## src/rtl/serial_add_ctrl.sv

```systemverilog
// Bit-serial adder controller: streams two WIDTH-bit operands LSB first through one
// shared external full adder and returns the registered sum and carry-out.
module serial_add_ctrl #(
    parameter int WIDTH = 8
) (
    input  logic             clk,
    input  logic             rst_n,
    input  logic             start_valid,
    output logic             start_ready,
    input  logic [WIDTH-1:0] a,
    input  logic [WIDTH-1:0] b,
    input  logic             cin,
    output logic             fa_i1,
    output logic             fa_i2,
    output logic             fa_cin,
    input  logic             fa_sum,
    input  logic             fa_carry,
    output logic             busy,
    output logic             result_valid,
    input  logic             result_ready,
    output logic [WIDTH-1:0] sum,
    output logic             cout
);

    // Handshakes: a transfer happens on a rising edge where valid and ready are both high;
    // valid never waits on ready, and the accepted data is sampled on that same edge.
    localparam int CW = (WIDTH > 1) ? $clog2(WIDTH) : 1;

    localparam logic [1:0] IDLE = 2'd0;
    localparam logic [1:0] RUN  = 2'd1;
    localparam logic [1:0] DONE = 2'd2;

    logic [1:0]       state;
    logic [WIDTH-1:0] a_sh;
    logic [WIDTH-1:0] b_sh;
    logic [WIDTH-1:0] sum_sh;
    logic [WIDTH-1:0] sum_next;
    logic [WIDTH-1:0] sum_q;
    logic             carry_q;
    logic             cout_q;
    logic [CW-1:0]    cnt;
    logic             last_bit;

    assign last_bit = (cnt == CW'(WIDTH - 1));

    // New sum bit enters at the MSB so the LSB-first stream lands in place after WIDTH shifts.
    always_comb begin
        sum_next            = sum_sh >> 1;
        sum_next[WIDTH-1]   = fa_sum;
    end

    always_ff @(posedge clk or negedge rst_n) begin
        if (!rst_n) begin
            state   <= IDLE;
            a_sh    <= '0;
            b_sh    <= '0;
            sum_sh  <= '0;
            sum_q   <= '0;
            carry_q <= 1'b0;
            cout_q  <= 1'b0;
            cnt     <= '0;
        end else begin
            case (state)
                IDLE: begin
                    if (start_valid) begin
                        a_sh    <= a;
                        b_sh    <= b;
                        carry_q <= cin;
                        cnt     <= '0;
                        state   <= RUN;
                    end
                end
                RUN: begin
                    sum_sh  <= sum_next;
                    carry_q <= fa_carry;
                    a_sh    <= a_sh >> 1;
                    b_sh    <= b_sh >> 1;
                    if (last_bit) begin
                        sum_q  <= sum_next;
                        cout_q <= fa_carry;
                        state  <= DONE;
                    end else begin
                        cnt <= cnt + 1'b1;
                    end
                end
                DONE: begin
                    if (result_ready) begin
                        state <= IDLE;
                    end
                end
                default: state <= IDLE;
            endcase
        end
    end

    assign start_ready  = (state == IDLE);
    assign busy         = (state == RUN) || (state == DONE);
    assign result_valid = (state == DONE);
    assign sum          = sum_q;
    assign cout         = cout_q;

    // The full adder only sees live operand bits while a job is running.
    assign fa_i1  = (state == RUN) & a_sh[0];
    assign fa_i2  = (state == RUN) & b_sh[0];
    assign fa_cin = (state == RUN) & carry_q;

endmodule
```

## config.mk

```make
export PLATFORM = sky130hd
export DESIGN_NAME = serial_add_ctrl
export DESIGN_NICKNAME = d
export VERILOG_FILES = /design/src/rtl/serial_add_ctrl.sv
export SDC_FILE = /design/constraint.sdc
export NUM_CORES = 1
export LEC_CHECK = 0
export CAP_MARGIN = 10
export CORE_UTILIZATION = 25
export CTS_BUF_LIST = sky130_fd_sc_hd__clkbuf_4
export CTS_CLUSTER_DIAMETER = 100
export DETAILED_ROUTE_END_ITERATION = 6
export GPL_ROUTABILITY_DRIVEN = 0
export GPL_TIMING_DRIVEN = 0
export MAX_ROUTING_LAYER = met4
export SYNTH_ARGS = -nofsm -noshare
export SYNTH_HDL_FRONTEND = slang
export SYNTH_SLANG_ARGS = --single-unit
```

## constraint.sdc

```tcl
create_clock -name clk -period 2.2 [get_ports clk]
set_clock_uncertainty 0.05 [all_clocks]
set_input_delay 0.33 -clock clk [delete_from_list [all_inputs] [get_ports clk]]
set_output_delay 0.33 -clock clk [all_outputs]
set_load 0.005 [all_outputs]
```

Yosys cells after proc, flatten, opt, wreduce, memory -nomap -nowiden --
Index checks and enable logic that the tools add are counted.
Storage, ports and cells: RAM bits 0, ROM bits 0, bits in latches 0, memories 0, word-level logic and storage cells 39, bits in registers 39
Cells by class: multiply operators 0, add/sub/neg operators 1, order comparisons 0, div/mod/pow operators 0, multiplexer cells 13, shifts and indexed selects 0, equal/unequal tests 7, reduce and logical (&&, ||, !) cells 7, bitwise gates (word level) 3
Operators with widths (count):
- 8-bit case mux with 2 select lines | 2
- 8-bit 2-to-1 mux | 2
- 2-bit 2-to-1 mux | 3
- 3-bit 2-to-1 mux | 2
- 2-bit inequality test (second input constant) | 3
- 2-bit case mux with 3 select lines | 1
- 3-bit case mux with 2 select lines | 1
- 3-bit AND reduction | 2
- 2-bit AND reduction | 2
- 3-bit by 1-bit adder with 3-bit output (second input constant) | 1
- 1-bit AND | 3
- 3-bit equality test (second input constant) | 1
- 2-bit by 1-bit equality test with 1-bit output (second input constant) | 1
- 2-bit equality test (second input constant) | 1
- 2-bit logical NOT | 1
- 2-bit by 1-bit inequality test with 1-bit output (second input constant) | 1
- 1-bit case mux with 2 select lines | 1
- 2-bit nonzero test | 1
- 1-bit logical OR | 1
- 1-bit 2-to-1 mux | 1

Depth between registers and ports, before layout --
Gate-level depths: netlist of the first run.
depth in word-level cells 3, depth in mapped cells 7, depth with buffers taken out 5

Worst setup path after synthesis of the first run --
OpenSTA, ideal clock, no wires.
path type register to register, from register state[0], to register state[0], path buffers 0, slack 0.588 ns, data arrival time 1.437 ns, cell stages (with the launch flop) 6, path through dfrtp_1 inv_1 ha_1 and2b_4 a221oi_4 mux2_4
Between the ends: word-level cells in the longest chain between the ends 3, elaborated cells on any way between the ends 8, classes of those cells eq/ne (5); mux (1); reduce/logical (2)
Ends and longest elaborated chain:
- start, declared | RTL line 33 | logic [1:0] state;
- start signal, assigned | RTL line 54 | state <= IDLE;
- start signal, assigned | RTL line 70 | state <= RUN;
- start signal, assigned | RTL line 81 | state <= DONE;
- 2-bit logical NOT *
- via start_ready | RTL line 9 | output logic start_ready,
- 2-bit inequality test (no line)
- 3-bit AND reduction (no line)
The timed path passes the listed nets; every way through them passes the cells marked *. A chain may end at the register's enable or synchronous reset.

Worst setup path after layout of the first run --
from register state[1], to output port fa_i2
Between the ends: word-level cells in the longest chain between the ends 2
Ends and longest elaborated chain:
- 2-bit by 1-bit equality test with 1-bit output | RTL line 104 | assign fa_i2 = (state == RUN) & b_sh[0];
- 1-bit AND | RTL line 104
- end, declared | RTL line 14 | output logic fa_i2,
Every way passes these cells.

==> results.tsv, run 1 <==
stage	metric	value	unit
synth	Post-Syn Area	0.00179	mm2
timing	RSZ-0062 raised after global routing	false	
run	Max Cap Viol	0	
floorplanning	Horiz. Die Dim	86.6	um
timing	fin crit period	2.09	ns
pwr	LEAKAGE	1.09	nW
route	DRT Pass-1 Iters	3	
route	remaining antenna violation count	0	
hold_path	Worst Hold Class	in2async	
finish	fraction of layout cells with a size suffix above 1	0.251	
timing	Slew Limit Fails	0	
critical_path	Worst R2R End	state[1]$_DFFE_PN0P_	
pwr	sequential share of power	0.386	
placed_design	count of input and output buffers	37	
grt	met3 Use GR	0.0314	
route	vias per inst	4.04	
critical_path	Crit Path Class	reg2out	
route	Iteration-0 DRC Markers	28	
floorplanning	DIE AREA	0.00750	mm2
clock_network	clk_lat worst skew	0.34	ns
placed_design	DP Wirelength	2.36	mm
finish	commonest non-fill, non-tap cell in the layout	dfrtp_1	
grt	largest net degree at the start of global routing	39	
critical_path	Worst Path Arrival	1.71	ns
clock_network	cts bufs inserted	5	
clock_network	CTS Sinks	38	
finish	fin util	0.348	
timing	FMAX	0.478	GHz
floorplanning	IO Pins	38	
synth	sequential area share after synthesis	0.531	
floorplanning	initial core utilization	0.261	
floorplanning	Rows	30	
pwr	Comb pwr share	0.497	
critical_path	CP endpoint kind	output pin	
run_status	status	finished clean	
pwr	P_int	0.00201	W
finish	Antenna Cells	0	
placed_design	placed inst area	0.00228	mm2
finish	synthesis-to-layout area growth	33.4	%
critical_path	required time worst endpoint	1.82	ns
clock_network	Max Root-Sink Buffers	2	
grt	first-pass GRT wire length	5.95	mm
timing	Final Hold Viols	0	
critical_path	crit path launch type	register	
timing	Total Negative Setup Slacks	0	ns
pwr	Sw Share	0.339	
clock_network	CTS H-tree lvls	2	
route	WL final	3.48	mm
pwr	Clk pwr share	0.117	
placed_design	worst slack, placed	0.0871	ns
finish	final net count	223	
route	Via Count	1175	
grt	gr busiest metal	met2	
floorplanning	CORE AREA	0.00687	mm2
synth	mean post-synth cell area	12.4	um2
grt	grt ovf	0	
grt	initial antenna violation count	0	
clock_network	clk root buf	clkbuf_4	
synth	Synth Instances	144	
timing	final setup margin	0.107	ns
synth	Synth Net Count	173	
critical_path	Crit Path Max Fanout	8	
grt	met2 usage	0.159	
grt	GRT Util Overall	0.107	
pwr	Power Dens Cells	1270	mW/mm2
synth	warnings from Yosys	0	
clock_network	CTS tree	built	
critical_path	RR Startpoint	state[0]$_DFFE_PN0P_	
route	drt wl/cell	12.0	um
synth	synth unique cells	23	
synth	synthesis-stage register bit count	38	
floorplanning	chip height	86.6	um
timing	crit share post-route	0.951	
timing	Final Setup Violations	0	
clock_network	Clock Pin Slew Worst Setup and Hold Paths	0.11	ns
pwr	peak supply drop	0.000558	V
pwr	Psw	0.00103	W
timing	relative slew slack	0.436	
critical_path	R2R depth	5	
critical_path	flop-to-flop setup slack	0.46	ns
finish	most frequent cells in the layout	38 x dfrtp_1, 34 x clkdlybuf4s50_1, 20 x nand2_1	
timing	worst slew pin tran	0.847	ns
grt	grt met1 use	0.139	
finish	Design Area, Final	0.00239	mm2
timing	Fin Hold WS	0.0416	ns
grt	vias in the first global route	1210	
route	DR DRC count	0	
## worst max-delay path: stages (launching register included)
cell and delay, ns:
dfrtp_1 0.41, inv_2 0.08, ha_2 0.18, buf_8 0.12
and2_1 0.12, clkdlybuf4s50_1 0.49
## repair_timing
item                                    4_1_cts  5_1_grt
resized for setup                             0        6
endpoints found under the setup margin        3        4
endpoints found under the hold margin         0        0
buffers inserted                              4        3
hold buffers                                  0        0
pin swaps                                     0        0
## per-layer routing
| metal | routed length, um | part of all wire |
|---|---|---|
| met1 | 1740 | 0.50 |
| met2 | 1540 | 0.44 |
| met3 | 165 | 0.047 |
| met4 | 36 | 0.010 |
| met5 | 0 | 0 |
## cell type report
cell class	count	area, um2
inverters	4	15.0
repair buffers	44	423
clock buffers	6	45.0
multi-input cells	94	757
flip-flops and latches	38	951
plain buffers	7	68.8
fillers	697	4480
clock inverters	2	8.76
well taps	96	120
## cells in the mapped netlist, drive strengths merged
cell / count / area [um2]
clkbuf: 2 / 21.3
a221oi: 1 / 26.3
or2: 1 / 6.26
a22o: 3 / 26.3
nand2b: 4 / 25.0
and2: 3 / 18.8
mux2: 18 / 210
ha: 6 / 75.1
o21ai: 20 / 100
nand2: 21 / 81.3
inv: 4 / 15.0
dfrtp: 38 / 951
buf: 6 / 51.3
and2b: 1 / 10.0
mux2i: 16 / 173
## power groups by stage
stage / combinational (W) / clock (W) / sequential (W)
after floorplan: 0.00100 / 0 / 0.00115
after global placement: 0.00141 / 0 / 0.00118
after detailed placement: 0.00144 / 0 / 0.00119
after CTS: 0.00149 / 0.000378 / 0.00117
after global routing: 0.00167 / 0.000410 / 0.00121
final: 0.00151 / 0.000356 / 0.00117
## flip-flops by register name, indices dropped and copies added (netlist names)
signal and cells:
cout 1, sum_sh 7, cnt 3, carry_q 1, state 2, a_sh 8, sum 8, b_sh 8
## how the worst max path moves through the flow
stage	startpoint	endpoint	slack, ns	depth (start not counted)
global route	state[1]$_DFFE_PN0P_	fa_i2	0.007	5
floorplan	state[0]$_DFFE_PN0P_	state[0]$_DFFE_PN0P_	0.59	5
finish	state[1]$_DFFE_PN0P_	fa_i2	0.11	5
global placement	rst_n	sum[2]$_DFFE_PN0P_	-0.25	1
detailed placement	state[1]$_DFFE_PN0P_	fa_cin	0.09	6
CTS	state[1]$_DFFE_PN0P_	fa_cin	0.02	5
## metrics by stage
stage | power [W] | std cells
5_1_grt | 0.00330 | 291
4_1_cts | 0.00304 | 288
3_5_place_dp | 0.00263 | 277
2_1_floorplan | 0.00215 | 144
3_3_place_gp | 0.00259 | 277
6_report | 0.00304 | 291
## cell families after synthesis
kind of cell    count (synthesis)  synth area share
mux                            34             0.214
simple gates                   30            0.0790
fa+ha+maj                       6            0.0419
compound gates                 24            0.0853
buf+inv                        12            0.0489
flops                          38             0.531
Note: power is estimated with default switching activity, not from simulation.
==> inputs of run 2 (changes only) <==
--- a/config.mk
+++ b/config.mk
@@ -6,13 +6,14 @@
 export NUM_CORES = 1
 export LEC_CHECK = 0
 export CAP_MARGIN = 10
-export CORE_UTILIZATION = 25
+export CORE_UTILIZATION = 52
 export CTS_BUF_LIST = sky130_fd_sc_hd__clkbuf_4
 export CTS_CLUSTER_DIAMETER = 100
 export DETAILED_ROUTE_END_ITERATION = 6
 export GPL_ROUTABILITY_DRIVEN = 0
 export GPL_TIMING_DRIVEN = 0
 export MAX_ROUTING_LAYER = met4
+export PLACE_DENSITY = 0.81
 export SYNTH_ARGS = -nofsm -noshare
 export SYNTH_HDL_FRONTEND = slang
 export SYNTH_SLANG_ARGS = --single-unit
==> run 2 against run 1 <==
Worst hold slack worse by 0.036 ns. Worst setup slack gained 0.015 ns. Total power rose by 5.8%. Design area shrank 1.7%. Die area decreased by 51%. Largest cell class unchanged. Largest power group unchanged. Highest routed layer unchanged.
==> results.tsv, run 2 (synthesized netlist as in run 1, its figures left out) <==
stage	metric	value	unit
run_status	status	finished clean	
finish	multi-input logic area	754	um2
critical_path	flop-to-flop setup slack	0.41	ns
pwr	peak supply drop	0.000889	V
route	DR DRC count	0	
clock_network	CTS tree	built	
placed_design	Inst Count DP	225	
timing	Slew Limit Fails	0	
pwr	Clk pwr share	0.180	
grt	GRT Util Overall	0.217	
route	Via Count	1215	
critical_path	RR Startpoint	state[1]$_DFFE_PN0P_	
pwr	Psw	0.00103	W
route	remaining antenna violation count	0	
floorplanning	DIE AREA	0.00368	mm2
pwr	sequential share of power	0.369	
timing	RSZ-0062 raised after global routing	false	
run	Max Cap Viol	0	
critical_path	Slowest-stage cell, CP	clkdlybuf4s50_1	
finish	final net count	220	
timing	Fin Hold WS	0.00600	ns
placed_design	DP Wirelength	2.39	mm
critical_path	crit path from	state[0]$_DFFE_PN0P_	
critical_path	CP endpoint kind	output pin	
critical_path	Worst R2R End	sum_sh[6]$_DFFE_PN0N_	
finish	Filler cells	227	
critical_path	Crit Path Max Fanout	4	
pwr	LEAKAGE	1.11	nW
hold_path	Worst Hold Class	in2async	
pwr	Power Dens Cells	1370	mW/mm2
floorplanning	Rows	20	
pwr	Comb pwr share	0.451	
timing	worst slew pin tran	0.800	ns
route	DRT Pass-1 Iters	4	
floorplanning	CORE AREA	0.00315	mm2
placed_design	count of input and output buffers	37	
pwr	P_int	0.00218	W
floorplanning	IO Pins	38	
route	WL final	3.33	mm
critical_path	Critical Path Max Stage Delay	0.55	ns
clock_network	Hold-fix buffers, CTS	0	
clock_network	CTS H-tree lvls	2	
grt	first-pass GRT wire length	5.49	mm
route	vias per inst	5.15	
critical_path	critical-path cell list	inv_1 > ha_1 > clkdlybuf4s50_1	
floorplanning	Horiz. Die Dim	60.7	um
critical_path	Worst Path Arrival	1.70	ns
critical_path	R2R depth	6	
pwr	total power	0.00322	W
critical_path	Setup crit end	start_ready	
timing	fin crit period	2.08	ns
timing	relative slew slack	0.466	
timing	Final Setup Violations	0	
timing	Final Hold Viols	0	
critical_path	Crit Path Class	reg2out	
finish	commonest non-fill, non-tap cell in the layout	dfrtp_1	
clock_network	Max Root-Sink Buffers	2	
finish	synthesis-to-layout area growth	31.1	%
clock_network	clk root buf	clkbuf_4	
clock_network	cts bufs inserted	5	
critical_path	critical path's top delay family	buffers and inverters	
timing	FMAX	0.481	GHz
critical_path	crit path launch type	register	
finish	fraction of layout cells with a size suffix above 1	0.234	
finish	most frequent cells in the layout	38 x dfrtp_1, 33 x clkdlybuf4s50_1, 20 x nand2_1	
grt	vias in the first global route	1278	
timing	crit share post-route	0.944	
floorplanning	initial core utilization	0.568	
route	Iteration-0 DRC Markers	22	
finish	Antenna Cells	0	
pwr	Sw Share	0.321	
grt	largest net degree at the start of global routing	39	
clock_network	Clock Pin Slew Worst Setup and Hold Paths	0.12	ns
timing	Total Negative Setup Slacks	0	ns
critical_path	number of cells on the critical path	3	
critical_path	required time worst endpoint	1.82	ns
critical_path	CP bufs+invs	2	
route	drt wl/cell	14.1	um
finish	FF+latch area	951	um2
floorplanning	chip height	60.7	um
finish	Final Non-Filler Cells	236	
grt	grt ovf	0	
clock_network	clk_lat worst skew	0.35	ns
placed_design	worst slack, placed	0.130	ns
grt	initial antenna violation count	0	
timing	final setup margin	0.122	ns
clock_network	CTS Sinks	38	
[run 2: cell types whose count changed in the layout (fill, tap and decap cells not counted), sizes merged]
| cell | previous run | this run |
|---|---|---|
| clkinv | 2 | 1 |
| dlymetal6s2s | 2 | 3 |
| bufinv | 0 | 2 |
| buf | 14 | 10 |
| clkdlybuf4s50 | 34 | 33 |
[run 2: cell type report]
class | instances | share of cell area
Multi-Input combinational cell | 94 | 0.321
Inverter | 4 | 0.00640
Clock inverter | 3 | 0.0272
Clock buffer | 5 | 0.0160
Buffer | 7 | 0.0288
Sequential cell | 38 | 0.405
Timing Repair Buffer | 41 | 0.172
Tap cell | 44 | 0.0235
[run 2: worst reg2reg max path, stage by stage, from the launching register on]
cell,delay (ns)
dfrtp_1,0.42
inv_2,0.08
ha_2,0.16
clkbuf_8,0.14
buf_4,0.19
buf_2,0.27
mux2_2,0.36
[run 2: worst min-delay path by stage]
stage / start / endpoint / slack (ns) / depth (start not counted)
CTS: rst_n / b_sh[1]$_DFFE_PN0P_ / 0.02 / 1
global placement: b_sh[0]$_DFFE_PN0P_ / b_sh[0]$_DFFE_PN0P_ / 0.41 / 2
detailed placement: rst_n / a_sh[1]$_DFFE_PN0P_ / 0.41 / 1
floorplan: rst_n / a_sh[0]$_DFFE_PN0P_ / -0.02 / 0
finish: rst_n / b_sh[1]$_DFFE_PN0P_ / 0.006 / 1
global route: rst_n / a_sh[4]$_DFFE_PN0P_ / 0.07 / 1
[run 2: metrics by stage]
step                 util  instance area (um2)
CTS                 0.739                 2330
floorplan               -                 1790
finish              0.744                 2350
detailed placement  0.701                 2210
global placement    0.703                 2220
global route        0.744                 2350
[run 2: metal layers]
layer	GRT usage	wire (um)	up-vias
met5	-	0	-
met4	0.0877	43	0
met3	0.0512	153	5
met2	0.375	1680	27
met1	0.242	1450	595
li1	-	-	588
[run 2: repair_timing]
| action | 4_1_cts | 5_1_grt |
|---|---|---|
| cloned | 0 | 0 |
| setup buffers | 3 | 1 |
| gates resized for setup | 0 | 5 |
| endpoints found under the setup margin | 3 | 3 |
[run 2: power groups by stage]
stage,combinational (W),sequential (W),clock (W)
finish,0.00145,0.00119,0.000579
global route,0.00160,0.00123,0.000611
CTS,0.00147,0.00119,0.000588
detailed placement,0.00142,0.00120,0
global placement,0.00136,0.00117,0
floorplan,0.00100,0.00115,0
==> inputs of run 3 (changes only) <==
--- a/config.mk
+++ b/config.mk
@@ -8,12 +8,13 @@
 export CAP_MARGIN = 10
 export CORE_UTILIZATION = 52
 export CTS_BUF_LIST = sky130_fd_sc_hd__clkbuf_4
-export CTS_CLUSTER_DIAMETER = 100
+export CTS_CLUSTER_DIAMETER = 200
 export DETAILED_ROUTE_END_ITERATION = 6
 export GPL_ROUTABILITY_DRIVEN = 0
 export GPL_TIMING_DRIVEN = 0
 export MAX_ROUTING_LAYER = met4
 export PLACE_DENSITY = 0.81
+export SLEW_MARGIN = 10
 export SYNTH_ARGS = -nofsm -noshare
 export SYNTH_HDL_FRONTEND = slang
 export SYNTH_SLANG_ARGS = --single-unit
==> results of run 3 <==
The final DEF is identical to that of run 2; final timing and power are the same.
